--- src/rtl/core_loader.sv ---
// Clears every MARS core cell to a fill instruction, then streams warrior images into core.
// Latency: one clear write per cycle; load beats are written at the edge that accepts them; reports are registered (+1 cycle).
// Backpressure: ready is high throughout LOAD and low elsewhere; beats are accepted only when valid is high.

`ifndef CORESIZE
`define CORESIZE 8000
`endif
`ifndef INSTR_WIDTH
`define INSTR_WIDTH 42
`endif

module core_loader #(
    parameter int CORESIZE    = `CORESIZE,
    parameter int ADDR_WIDTH  = $clog2(CORESIZE),
    parameter int INSTR_WIDTH = `INSTR_WIDTH,
    parameter int MAXLENGTH   = 100,
    parameter int MAXWARRIORS = 8,
    localparam int NW_W       = $clog2(MAXWARRIORS + 1),
    localparam int IDX_W      = $clog2(MAXWARRIORS),
    localparam int LEN_W      = $clog2(MAXLENGTH + 1)
) (
    input  logic                   i_clk,
    input  logic                   i_rst_n,
    input  logic                   i_start,
    input  logic [NW_W-1:0]        i_nwarriors,
    input  logic [INSTR_WIDTH-1:0] i_clear_instr,
    input  logic                   i_ld_valid,
    output logic                   o_ld_ready,
    input  logic [INSTR_WIDTH-1:0] i_ld_data,
    input  logic [ADDR_WIDTH-1:0]  i_ld_base,
    input  logic                   i_ld_last,
    output logic [ADDR_WIDTH-1:0]  o_core_pc,
    output logic [ADDR_WIDTH-1:0]  o_core_woffs,
    output logic [INSTR_WIDTH-1:0] o_core_din,
    output logic [5:0]             o_core_we,
    output logic                   o_busy,
    output logic                   o_done,
    output logic                   o_err,
    output logic                   o_wload_valid,
    output logic [IDX_W-1:0]       o_wload_idx,
    output logic [ADDR_WIDTH-1:0]  o_wload_base,
    output logic [LEN_W-1:0]       o_wload_len
);

    typedef enum logic [1:0] {
        S_IDLE  = 2'd0,
        S_CLEAR = 2'd1,
        S_LOAD  = 2'd2,
        S_ERROR = 2'd3
    } state_t;

    state_t                 state_q, state_d;
    logic [ADDR_WIDTH-1:0]  addr_q, addr_d;       // clear address counter
    logic [NW_W-1:0]        widx_q, widx_d;       // warrior index within this load
    logic [LEN_W-1:0]       off_q, off_d;         // offset within current warrior
    logic [ADDR_WIDTH-1:0]  base_q, base_d;       // base held after the first beat
    logic [NW_W-1:0]        nw_q, nw_d;           // latched warrior count
    logic [INSTR_WIDTH-1:0] fill_q, fill_d;       // latched fill instruction
    logic                   done_q, done_d;
    logic                   wl_vld_q, wl_vld_d;
    logic [IDX_W-1:0]       wl_idx_q, wl_idx_d;
    logic [ADDR_WIDTH-1:0]  wl_base_q, wl_base_d;
    logic [LEN_W-1:0]       wl_len_q, wl_len_d;

    logic [ADDR_WIDTH-1:0]  base_eff;
    logic [ADDR_WIDTH:0]    addr_sum;
    logic [ADDR_WIDTH-1:0]  load_pc;
    logic [NW_W-1:0]        widx_inc;

    // Load address: base plus offset folded once into 0..CORESIZE-1.
    always_comb begin
        base_eff = (off_q == '0) ? i_ld_base : base_q;
        addr_sum = {1'b0, base_eff} + (ADDR_WIDTH+1)'(off_q);
        if (addr_sum >= (ADDR_WIDTH+1)'(CORESIZE)) begin
            load_pc = ADDR_WIDTH'(addr_sum - (ADDR_WIDTH+1)'(CORESIZE));
        end else begin
            load_pc = addr_sum[ADDR_WIDTH-1:0];
        end
        widx_inc = widx_q + 1'b1;
    end

    // Next-state and counter updates for the clear/load sequencer.
    always_comb begin
        state_d   = state_q;
        addr_d    = addr_q;
        widx_d    = widx_q;
        off_d     = off_q;
        base_d    = base_q;
        nw_d      = nw_q;
        fill_d    = fill_q;
        done_d    = 1'b0;
        wl_vld_d  = 1'b0;
        wl_idx_d  = wl_idx_q;
        wl_base_d = wl_base_q;
        wl_len_d  = wl_len_q;
        case (state_q)
            S_IDLE, S_ERROR: begin
                if (i_start) begin
                    nw_d    = i_nwarriors;
                    fill_d  = i_clear_instr;
                    addr_d  = '0;
                    widx_d  = '0;
                    off_d   = '0;
                    state_d = S_CLEAR;
                end
            end
            S_CLEAR: begin
                addr_d = addr_q + 1'b1;
                if (addr_q == ADDR_WIDTH'(CORESIZE - 1)) begin
                    addr_d = '0;
                    if (nw_q == '0) begin
                        state_d = S_IDLE;
                        done_d  = 1'b1;
                    end else begin
                        state_d = S_LOAD;
                    end
                end
            end
            S_LOAD: begin
                if (i_ld_valid) begin
                    if (off_q == '0) begin
                        base_d = i_ld_base;
                    end
                    if (i_ld_last) begin
                        wl_vld_d  = 1'b1;
                        wl_idx_d  = IDX_W'(widx_q);
                        wl_base_d = base_eff;
                        wl_len_d  = off_q + 1'b1;
                        off_d     = '0;
                        widx_d    = widx_inc;
                        if (widx_inc == nw_q) begin
                            state_d = S_IDLE;
                            done_d  = 1'b1;
                        end
                    end else if (off_q == LEN_W'(MAXLENGTH - 1)) begin
                        // Over-long warrior: the beat is written, then the load aborts.
                        state_d = S_ERROR;
                    end else begin
                        off_d = off_q + 1'b1;
                    end
                end
            end
            default: state_d = S_IDLE;
        endcase
    end

    // State and counter registers with synchronous active-low reset.
    always_ff @(posedge i_clk) begin
        if (!i_rst_n) begin
            state_q   <= S_IDLE;
            addr_q    <= '0;
            widx_q    <= '0;
            off_q     <= '0;
            base_q    <= '0;
            nw_q      <= '0;
            fill_q    <= '0;
            done_q    <= 1'b0;
            wl_vld_q  <= 1'b0;
            wl_idx_q  <= '0;
            wl_base_q <= '0;
            wl_len_q  <= '0;
        end else begin
            state_q   <= state_d;
            addr_q    <= addr_d;
            widx_q    <= widx_d;
            off_q     <= off_d;
            base_q    <= base_d;
            nw_q      <= nw_d;
            fill_q    <= fill_d;
            done_q    <= done_d;
            wl_vld_q  <= wl_vld_d;
            wl_idx_q  <= wl_idx_d;
            wl_base_q <= wl_base_d;
            wl_len_q  <= wl_len_d;
        end
    end

    // Core write port: clear writes from the counter, load writes follow the stream directly.
    always_comb begin
        o_core_pc  = '0;
        o_core_din = '0;
        o_core_we  = '0;
        o_ld_ready = 1'b0;
        case (state_q)
            S_CLEAR: begin
                o_core_pc  = addr_q;
                o_core_din = fill_q;
                o_core_we  = 6'b111111;
            end
            S_LOAD: begin
                o_ld_ready = 1'b1;
                o_core_pc  = load_pc;
                o_core_din = i_ld_data;
                o_core_we  = {6{i_ld_valid}};
            end
            default: ;
        endcase
    end

    assign o_core_woffs  = '0;
    assign o_busy        = (state_q == S_CLEAR) || (state_q == S_LOAD);
    assign o_err         = (state_q == S_ERROR);
    assign o_done        = done_q;
    assign o_wload_valid = wl_vld_q;
    assign o_wload_idx   = wl_idx_q;
    assign o_wload_base  = wl_base_q;
    assign o_wload_len   = wl_len_q;

endmodule

--- config.mk ---
export PLATFORM = sky130hd
export DESIGN_NAME = core_loader
export DESIGN_NICKNAME = d
export VERILOG_FILES = /design/src/rtl/core_loader.sv
export SDC_FILE = /design/constraint.sdc
export NUM_CORES = 1
export LEC_CHECK = 0
export BUFFER_PORTS_ARGS = -buffer_cell sky130_fd_sc_hd__buf_2
export CORE_AREA = 2 2 146 148
export CTS_CLUSTER_DIAMETER = 50
export CTS_CLUSTER_SIZE = 20
export DETAILED_ROUTE_END_ITERATION = 6
export DIE_AREA = 0 0 148 150
export SYNTH_ARGS = -nofsm -noshare
export SYNTH_HDL_FRONTEND = slang
export SYNTH_SLANG_ARGS = --single-unit
--- constraint.sdc ---
create_clock -name i_clk -period 5.9 [get_ports i_clk]
set_input_delay 0.295 -clock i_clk [delete_from_list [all_inputs] [get_ports i_clk]]
set_output_delay 0.295 -clock i_clk [all_outputs]
set_load 0.02 [all_outputs]
After elaboration in Yosys (flattened, before gate mapping)
Index checks and enable logic that the tools add are counted.
{"block": "classes", "n_lt_le_gt_ge": 1, "n_reduce_logical": 15, "mux": 33, "eq_ne": 13, "n_addsub": 5}
{"operator": "$pmux 42 s2", "n": 1}
{"operator": "$mux 13", "n": 4}
{"operator": "$pmux 13 s2", "n": 2}
{"operator": "$mux 7", "n": 4}
{"operator": "$add 13x7->14", "n": 1}
{"operator": "$ge 14x13->1 const B", "n": 1}
{"operator": "$mux 2", "n": 7}
{"operator": "$pmux 7 s2", "n": 1}
{"operator": "$add 13x1->13 const B", "n": 1}
{"operator": "$eq 13x13->1 const B", "n": 1}
{"operator": "$sub 13x13->13 const B", "n": 1}
{"operator": "$mux 4", "n": 3}
{"operator": "$pmux 6 s2", "n": 1}
{"operator": "$ne 3x3->1 const B", "n": 3}
{"operator": "$ne 2x2->1 const B", "n": 4}
{"operator": "$pmux 4 s2", "n": 1}
{"operator": "$reduce_and 4->1", "n": 2}
{"operator": "$add 7x1->7 const B", "n": 1}
{"operator": "$eq 7x7->1 const B", "n": 1}
{"operator": "$logic_not 7->1", "n": 1}
{"operator": "$mux 1", "n": 7}
{"operator": "$pmux 2 s3", "n": 1}
{"operator": "$reduce_and 2->1", "n": 3}
{"operator": "$reduce_and 3->1", "n": 2}
{"operator": "11 further kinds", "n": 13}
{"block": "totals", "word_cells": 79, "in_bits": 106, "register_bits": 110, "output_inout_bits": 102}

Depth between registers and ports, before layout
Gate-level depths: netlist of run 1.
{"block": "logic_depth", "ltp_word": 6, "ltp_mapped": 24, "ltp_nobuf": 22}

Least setup slack after synthesis of run 1
No wires, ideal clock.
{"block": "synth_path", "kind": "flip-flop to output port", "start": "reg off_q[0]", "end": "out o_core_pc[7]", "setup_slack_ns": 1.302, "arrival_time_ns": 4.303, "stages_incl_launch_ff": 21, "cell_sequence": "dfxtp_1 -> inv_1 -> ha_1 -> nand3_4 -> buf_6 -> buf_2 -> mux2i_1 -> inv_1 -> ha_1 -> a211oi_2 -> nor2_1 -> o41ai_1 -> xnor2_1 -> ha_1 -> and4b_1 -> o21ai_0 -> o31ai_1 -> o21ai_1 -> o21ai_2 -> mux2i_1 -> a22o_1"}
{"block": "synth_via", "elab_chain_cells": 6, "word_cells_on_any_way": 7}
{"element": "start, declared", "line_no": "55", "source": "logic [LEN_W-1:0] off_q, off_d;"}
{"element": "start signal, assigned", "line_no": "153", "source": "off_q <= '0;"}
{"element": "start signal, assigned", "line_no": "166", "source": "off_q <= off_d;"}
{"element": "$logic_not 7->1 *", "line_no": "72", "source": "base_eff = (off_q == '0) ? i_ld_base : base_q;"}
{"element": "$mux 13 *"}
{"element": "named net base_eff[1]", "line_no": "65", "source": "logic [ADDR_WIDTH-1:0] base_eff;"}
{"element": "$add 13x7->14 *", "line_no": "73", "source": "addr_sum = {1'b0, base_eff} + (ADDR_WIDTH+1)'(off_q);"}
{"element": "$sub 13x13->13 / $ge 14x13->1 (equally long branches)", "line_no": "75, 74"}
{"element": "$mux 13 *", "line_no": "74", "source": "if (addr_sum >= (ADDR_WIDTH+1)'(CORESIZE)) begin"}
{"element": "$pmux 13 s2 *", "line_no": "184", "source": "case (state_q)"}
{"element": "end, declared", "line_no": "32", "source": "output logic [ADDR_WIDTH-1:0] o_core_pc,"}
Mark *: on every way through the listed nets, which the timed path passes. The rest lies on a longest branch.

Worst setup path after layout of run 1
{"block": "layout_path", "start": "reg off_q[2]", "end": "out o_core_pc[7]"}
Same word-level chain as after synthesis.

==> results.md, run 1 <==
- Reg-to-reg setup timing slack: 2790 ps
- Antenna-violating nets left: 0
- PD cells: 237 mW/mm2
- Die Span X: 148 um
- Max-cap violations: 0
- Worst EP arrival: 5130 ps
- Number of buffers on the longest clock path: 2
- CTS buffer count: 9
- Clk sinks: 110
- DR vias/cell: 4.82
- DR vias: 5706
- CP Capture Type: primary output
- Critical Path Fanout Max: 22
- Setup Buffers After CTS: 0
- Register bit total from synthesis: 110
- Hold Fails Final Rpt: 0
- RePlAce Congestion: 0.793
- Crit path from: off_q[2]
- Ys async rst share: 0%
- DPL Wire Length: 12.8 mm
- Top-Level Pins: 208
- CTS Hold Bufs: 0
- Sw Pwr: 0.540 mW
- R2R depth: 6
- CTS tree: yes
- Cell Area, Synth: 0.00612 mm2
- Fin crit share: 91.9%
- Clock power frac: 37.2%
- Avg Inst Size Synth: 8.24 um2
- Max Freq: 0.184 GHz
- Largest net degree at the start of global routing: 58
- DR DRC count: 0
- Worst setup SP type: register
- Routed len/inst: 14.7 um
- Max Slew Vio Count: 0
- Seq/Total Area, Yosys: 36.0%
- Crit Path Class: reg -> out
- Layout area overhead: 23.3%
- RSZ-0062 raised after global routing: false
- Req. time, crit path: 5610 ps
- HP Class: in -> reg
- Fillers: 2208
- Switching share of power: 30.2%
- Syn Inst Count: 743
- Layout cells sized above 1: 25.3%
- First-pass GRT wire length: 27.5 mm
- Fin nets: 1026
- Crit Reg-Reg Startpoint: state_q[0]
- Clk root buf: clkbuf_16
- Int Pwr: 1.25 mW
- Input/output buffers: 194
- Flop pwr share: 45.0%
- Number of global-route vias before repair: 5269
- Row count: 53
- Core Area: 0.0207 mm2
- Resized Gates After CTS: 0
- Actual slew at the worst max-slew pin: 1100 ps
- Clock latency on the worst-skew pair: 350 ps
- Die Y: 150 um
- Worst vdd ir: 0.120 mV
- Final min period: 5420 ps
- Tot GR Track Use: 15.6%
- Setup crit end: o_core_pc[7]
- # setup viols final: 0
- # H-tree levels: 3
- EDFF count, synth: 0
- Synth warnings: 0
- Starting Density: 29.6%
- R2R Path End: addr_q[7]
- First-pass DRT Iterations: 4
- Drt initial violations: 273
- Post-route setup slack: 476 ps
- Leak: 3.60 nW
- Min Hold Slack: 182 ps
- Max_slew headroom: 26.8%
- Worst Min Path Start: i_clear_instr[30]
- Setup WS pre-CTS: 890 ps
- Die area: 0.0222 mm2
- Worst Clk Skew: 12.4 ps
- Post-synthesis cell type count: 59
- Gr ovfl total: 0
- Post-Route WL: 17.4 mm
- Status: complete, no violations
- Setup TNS: 0 ps
- Post-synth top flop: dfxtp_1
- Comb pwr share: 17.9%
- ANT cells: 0
- Initial antenna violation count: 0
- Clock transition at the registers of the reported paths: 80 ps
==> worst min path at each step <==
stage	endpoint	depth (start not counted)
floorplan	fill_q[0]	2
global placement	fill_q[30]	2
detailed placement	fill_q[7]	2
CTS	fill_q[31]	3
global route	fill_q[37]	3
finish	fill_q[30]	3
==> per-stage QoR <==
stage / util [%] / power, mW / cell area (um2) / cells
final: 36.5 / 1.79 / 7550 / 1183
after global routing: 36.5 / 1.89 / 7550 / 1183
after CTS: 36.5 / 1.82 / 7550 / 1183
after detailed placement: 34.9 / 1.14 / 7220 / 1167
after global placement: 34.9 / 1.14 / 7220 / 1167
after floorplan: - / 1.04 / 6160 / 755
==> Yosys cell counts (3+ instances only) <==
| master | count | area share [%] |
|---|---|---|
| o21ai_0 | 23 | 1.9 |
| nand3_1 | 14 | 1.1 |
| xor2_1 | 14 | 2.0 |
| nor3_1 | 7 | 0.57 |
| o31ai_1 | 3 | 0.37 |
| o211ai_1 | 3 | 0.37 |
| inv_1 | 17 | 1.0 |
| nand4_1 | 5 | 0.51 |
| dfxtp_1 | 110 | 36 |
| ha_1 | 16 | 3.3 |
| a22o_1 | 48 | 6.9 |
| nand2b_1 | 4 | 0.41 |
| and2_1 | 7 | 0.72 |
| o211a_1 | 29 | 4.7 |
| buf_1 | 11 | 0.67 |
| xnor2_1 | 13 | 1.9 |
| a21oi_1 | 15 | 1.2 |
| clkbuf_1 | 30 | 1.8 |
| a21boi_0 | 54 | 6.6 |
| nor2_1 | 42 | 2.6 |
| mux2i_1 | 22 | 3.6 |
| a22oi_1 | 3 | 0.37 |
| and3_1 | 4 | 0.41 |
| buf_4 | 18 | 2.2 |
| o21ai_1 | 6 | 0.49 |
| nor2b_1 | 15 | 1.5 |
| nand2_1 | 169 | 10 |
| or3_1 | 5 | 0.51 |
==> power by group through the flow <==
| stage | Sequential (mW) | Clock (mW) | Combinational (mW) |
|---|---|---|---|
| 2_1_floorplan | 0.813 | 0 | 0.225 |
| 3_3_place_gp | 0.821 | 0 | 0.320 |
| 3_5_place_dp | 0.821 | 0 | 0.323 |
| 4_1_cts | 0.805 | 0.689 | 0.323 |
| 5_1_grt | 0.809 | 0.718 | 0.359 |
| 6_report | 0.804 | 0.665 | 0.320 |
==> layout make-up <==
type | instances | area (um2) | area share (%)
clock buffers | 11 | 253 | 3.35
clock inverters | 5 | 75.1 | 0.995
inverters | 17 | 63.8 | 0.845
multi-input cells | 567 | 3610 | 47.8
flip-flops and latches | 110 | 2200 | 29.2
well taps | 275 | 344 | 4.56
repair buffers | 198 | 1000 | 13.3
==> cell families after synthesis <==
kind of cell / Yosys count / share of synthesized area [%]
flip-flops: 110 / 36.0
buffers and inverters: 78 / 6.03
multiplexers: 25 / 4.25
XOR/XNOR: 27 / 3.86
AND/OR/NAND/NOR: 288 / 21.2
AO/OA/AOI/OAI: 197 / 25.0
other: 1 / 0.0613
adder cells (fa/ha/maj): 17 / 3.60
==> layout by cell type, fill, tap and decap left out, types with 14 or more instances in the layout <==
cell type  instances
xor2_1            14
nor2b_1           15
a22o_1            48
nor2_1            40
ha_1              16
mux2i_1           22
dfxtp_1          110
a21oi_1           15
nand3_1           14
buf_2            194
nand2_1          169
inv_1             17
o211a_1           29
o21ai_0           23
a21boi_0          54
==> critical path, cell delays in order, from the launching register on <==
cell and delay [ps]:
dfxtp_1 400, nor3_4 320, nand3_4 360, mux2i_1 480, inv_1 80, ha_1 290
a211oi_2 300, nor2_1 160, o41ai_1 550, xnor2_1 310, ha_1 220, and4b_1 190
o21ai_0 70, o31ai_1 190, o21ai_1 130, o21ai_2 190, mux2i_1 220, a22o_1 140
buf_2 180
==> state kept, by name, indices dropped and copies added (netlist names) <==
signal         count
fill_q            42
widx_q             4
nw_q               4
off_q              7
base_q            13
o_wload_idx        3
o_wload_valid      1
addr_q            13
o_done             1
o_wload_base      13
o_wload_len        7
state_q            2
==> layer usage <==
layer	vias to the layer above	global-route usage (%)	wire, um
met3	19	4.05	1300
met2	197	25.0	7900
li1	2887	-	-
met4	0	6.00	412
met1	2603	20.1	7840
met5	-	0	0
(Power assumes the default switching activity.)
==> run 2, diff against run 1 <==
- RECOVER_POWER: default -> 100
==> results.md, run 2 (synthesis results as in run 1) <==
- Max Freq: 0.182 GHz
- Core Area: 0.0207 mm2
- Max reg flops: 42
- Status: finished, violations left
- # setup viols final: 0
- Failing checks: capacitance limit, slew limit
- Req. time, crit path: 5610 ps
- HP Class: in -> reg
- Drt initial violations: 266
- Actual slew at the worst max-slew pin: 3110 ps
- DR DRC count: 0
- Clk root buf: clkbuf_16
- Layout cells sized above 1: 15.9%
- Post-Route WL: 17.5 mm
- Leak: 3.23 nW
- Slowest library cell on the worst path: o41ai_1
- Max Slew Vio Count: 137
- Fillers: 2242
- Layout area overhead: 21.4%
- First-pass GRT wire length: 27.5 mm
- Fin crit share: 92.9%
- Clock latency on the worst-skew pair: 360 ps
- Cell family with most CP delay: compound AO/OA/AOI/OAI gates
- Routed len/inst: 14.8 um
- CP peak stage delay: 570 ps
- Input/output buffers: 194
- RSZ-0062 raised after global routing: false
- Number of global-route vias before repair: 5269
- PD cells: 241 mW/mm2
- Die area: 0.0222 mm2
- Gr ovfl total: 0
- Max-cap violations: 3
- Starting Density: 29.6%
- Setup TNS: 0 ps
- DPL Wire Length: 12.8 mm
- Worst EP arrival: 5190 ps
- Largest net degree at the start of global routing: 58
- Die Span X: 148 um
- Worst vdd ir: 0.121 mV
- Most frequent cells in the layout: nand2_1 (169), dfxtp_1 (110), buf_2 (110)
- Critical path, cell by cell: nor3_4 -> nand3_4 -> mux2i_1 -> inv_1 -> ha_1 -> a211oi_2 -> nor2_1 -> o41ai_1 -> xnor2_1 -> ha_1 -> and4b_1 -> o21ai_0 -> o31ai_1 -> o21ai_1 -> o21ai_2 -> mux2i_1 -> a22o_1 -> clkbuf_2
- Buf/Inv on CP: 2
- Min Hold Slack: 181 ps
- Tot GR Track Use: 15.6%
- # H-tree levels: 3
- Initial antenna violation count: 0
- Die Y: 150 um
- Worst setup SP type: register
- Fin util: 35.9%
- Row count: 53
- Antenna-violating nets left: 0
- DR vias/cell: 4.86
- CTS Hold Bufs: 0
- First-pass DRT Iterations: 4
- Top-Level Pins: 208
- Final min period: 5480 ps
- RePlAce Congestion: 0.793
- Top reg by flops: fill_q
- Hold Fails Final Rpt: 0
- Fin nets: 1026
- CTS buffer count: 9
- Max_slew headroom: -108%
- CTS tree: yes
- Clk sinks: 110
- DR vias: 5744
- Worst Clk Skew: 12.2 ps
- Most common cell after layout, fill and taps aside: nand2_1
- Clock transition at the registers of the reported paths: 80 ps
- Number of buffers on the longest clock path: 2
- Crit Path Class: reg -> out
- Critical Path Fanout Max: 22
- Resized Gates After CTS: 0
- ANT cells: 0
- Setup Buffers After CTS: 0
- CP Capture Type: primary output
## run 2: cell count changes in the layout (fill, tap and decap cells not counted), sizes merged
| cell | previous run | this run |
|---|---|---|
| clkbuf | 11 | 96 |
| buf | 198 | 113 |
## run 2: final timing paths
path         depth (start not counted)         startpoint           end  slack (ps)
min reg2reg                          2          fill_q[7]     fill_q[7]         470
max                                 18           off_q[2]  o_core_pc[7]         420
max reg2reg                          6         state_q[0]     addr_q[7]        1490
min                                  3  i_clear_instr[30]    fill_q[30]         180
## run 2: stage by stage
stage | cells | instance area, um2 | worst slack (ps) | power (mW)
finish | 1183 | 7430 | 418 | 1.79
global route | 1183 | 7430 | 69.6 | 1.88
CTS | 1183 | 7550 | 434 | 1.82
detailed placement | 1167 | 7220 | 890 | 1.14
global placement | 1167 | 7220 | 1050 | 1.14
floorplan | 755 | 6160 | 1300 | 1.04
## run 2: power by group
part,internal (mW),total (mW),switching [mW]
Combinational,0.105,0.317,0.212
Clock,0.363,0.666,0.303
Sequential,0.779,0.804,0.0256
## run 2: worst register-to-register path, stage by stage, from the launching register on
cell,delay (ps)
dfxtp_1,390
inv_1,60
ha_1,540
and2_0,1850
nor2_1,560
o21ai_0,770
nor2_1,110
## run 2: area by class of cell
| type | instances | area (um2) | area share [%] |
|---|---|---|---|
| inverter | 17 | 63.8 | 0.859 |
| tap | 275 | 344 | 4.63 |
| multi-input combinational | 567 | 3600 | 48.5 |
| clock inverter | 5 | 75.1 | 1.01 |
| timing repair buffer | 198 | 893 | 12.0 |
| clock buffer | 11 | 253 | 3.40 |
| sequential | 110 | 2200 | 29.6 |
## run 2: per-layer routing
metal	routed length, um	global-route usage [%]	share of wire [%]	up-vias
met5	0	0	0	-
met4	301	6.00	1.7	0
met3	1370	4.05	7.9	15
met2	7960	25.0	46	221
met1	7830	20.1	45	2624
li1	-	-	-	2884
==> run 3, diff against run 2 <==
- CTS_BUF_LIST: default -> sky130_fd_sc_hd__clkbuf_16
==> results.md, run 3 (synthesis results as in run 1) <==
- Layout area overhead: 21.1%
- DPL Wire Length: 12.8 mm
- Starting Density: 29.6%
- CP Capture Type: primary output
- Fillers: 2243
- # H-tree levels: 3
- Die Y: 150 um
- Clock latency on the worst-skew pair: 350 ps
- Int Pwr: 1.22 mW
- Status: finished, violations left
- First-pass GRT wire length: 27.5 mm
- Antenna-violating nets left: 0
- DR vias: 5753
- CTS Hold Bufs: 0
- Tot GR Track Use: 15.6%
- Crit path from: off_q[2]
- Crit Reg-Reg Startpoint: state_q[0]
- Final min period: 5500 ps
- Max_slew headroom: -111%
- First-pass DRT Iterations: 4
- Levels on crit path: 18
- Sw Pwr: 0.540 mW
- # setup viols final: 0
- Layout cells sized above 1: 15.6%
- ANT cells: 0
- Number of buffers on the longest clock path: 2
- Fin crit share: 93.1%
- RePlAce Congestion: 0.793
- Comb pwr share: 18.0%
- Max Slew Vio Count: 137
- Leak: 3.22 nW
- Worst EP arrival: 5200 ps
- DR vias/cell: 4.86
- Flop pwr share: 45.7%
- RSZ-0062 raised after global routing: false
- CP peak stage delay: 550 ps
- Max Freq: 0.182 GHz
- Switching share of power: 30.7%
- Req. time, crit path: 5610 ps
- Routed len/inst: 14.8 um
- Clock transition at the registers of the reported paths: 80 ps
- CTS tree: yes
- R2R depth: 6
- Most common cell after layout, fill and taps aside: nand2_1
- Slowest library cell on the worst path: o41ai_1
- CTS buffer count: 9
- Resized Gates After CTS: 0
- Setup Buffers After CTS: 0
- Crit Path Class: reg -> out
- Clock power frac: 36.3%
- Row count: 53
- Post-Route WL: 17.5 mm
- Critical path, cell by cell: nor3_4 -> nand3_4 -> mux2i_1 -> inv_1 -> ha_1 -> a211oi_2 -> nor2_1 -> o41ai_1 -> xnor2_1 -> ha_1 -> and4b_1 -> o21ai_0 -> o31ai_1 -> o21ai_1 -> o21ai_2 -> xnor2_1 -> o21ai_0 -> buf_2
- Min Hold Slack: 182 ps
- Buf/Inv on CP: 2
- Hold Fails Final Rpt: 0
- Fin nets: 1026
- DR DRC count: 0
- Gr ovfl total: 0
- HP Class: in -> reg
- Clk root buf: clkbuf_16
- Max-cap violations: 3
- Number of global-route vias before repair: 5267
- Initial antenna violation count: 0
- Max reg flops: 42
- Die area: 0.0222 mm2
- Input/output buffers: 194
- Total chip power: 1.76 mW
- Die Span X: 148 um
- Worst Clk Skew: 11.1 ps
- Cell family with most CP delay: compound AO/OA/AOI/OAI gates
- Core Area: 0.0207 mm2
- Top-Level Pins: 208
- Worst vdd ir: 0.121 mV
- Setup TNS: 0 ps
- Fin util: 35.8%
- Drt initial violations: 287
- Critical Path Fanout Max: 22
- PD cells: 238 mW/mm2
- Actual slew at the worst max-slew pin: 3150 ps
- Setup crit end: o_core_pc[6]
- Top reg by flops: fill_q
- Largest net degree at the start of global routing: 58
- Failing checks: capacitance limit, slew limit
- Reg-to-reg setup timing slack: 1500 ps
- Most frequent cells in the layout: nand2_1 (169), dfxtp_1 (110), buf_2 (110)
- Clk sinks: 110
- R2R Path End: addr_q[7]
- Worst setup SP type: register
-- run 3: cell types whose count changed in the layout (fill, tap and decap cells not counted) --
| cell | delta |
|---|---|
| clkbuf_8 | -2 |
| o21ai_0 | +1 |
| o21ai_1 | -1 |
| clkinv_1 | +2 |
-- run 3: routing by layer --
layer | vias to the layer above | part of all wire [%] | global-route usage [%]
met1 | 2631 | 45 | 20.1
met2 | 222 | 46 | 25.0
met5 | - | 0 | 0
met3 | 15 | 8.0 | 4.05
li1 | 2885 | - | -
met4 | 0 | 1.7 | 6.00
-- run 3: metrics by stage --
step	setup slack [ps]	instance area (um2)	std cells
2_1_floorplan	1300	6160	755
3_3_place_gp	1050	7220	1167
3_5_place_dp	890	7220	1167
4_1_cts	434	7530	1183
5_1_grt	59.4	7410	1183
6_report	404	7410	1183
-- run 3: power by group through the flow --
stage	logic, mW	clock network (mW)	registers (mW)
2_1_floorplan	0.225	0	0.813
3_3_place_gp	0.320	0	0.821
3_5_place_dp	0.323	0	0.821
4_1_cts	0.323	0.662	0.805
5_1_grt	0.356	0.691	0.809
6_report	0.317	0.640	0.804
-- run 3: how the worst min path moves through the flow --
stage	from	cells after the start	slack (ps)	endpoint
detailed placement	fill_q[7]	2	460	fill_q[7]
finish	i_nwarriors[1]	3	180	nw_q[1]
global route	i_clear_instr[37]	3	170	fill_q[37]
CTS	i_clear_instr[31]	3	170	fill_q[31]
floorplan	i_clear_instr[0]	2	440	fill_q[0]
global placement	fill_q[30]	2	450	fill_q[30]
-- run 3: worst min-delay path, stage by stage --
cell and delay (ps):
buf_2 90, nand2_1 40, a21boi_0 60
-- run 3: final cells by class --
| type | instances | area (um2) | share of cell area [%] |
|---|---|---|---|
| clock inverters | 7 | 82.6 | 1.11 |
| clock buffers | 9 | 225 | 3.04 |
| repair buffers | 198 | 893 | 12.1 |
| inverters | 17 | 63.8 | 0.861 |
| flip-flops and latches | 110 | 2200 | 29.7 |
| multi-input cells | 567 | 3600 | 48.6 |
| well taps | 275 | 344 | 4.64 |
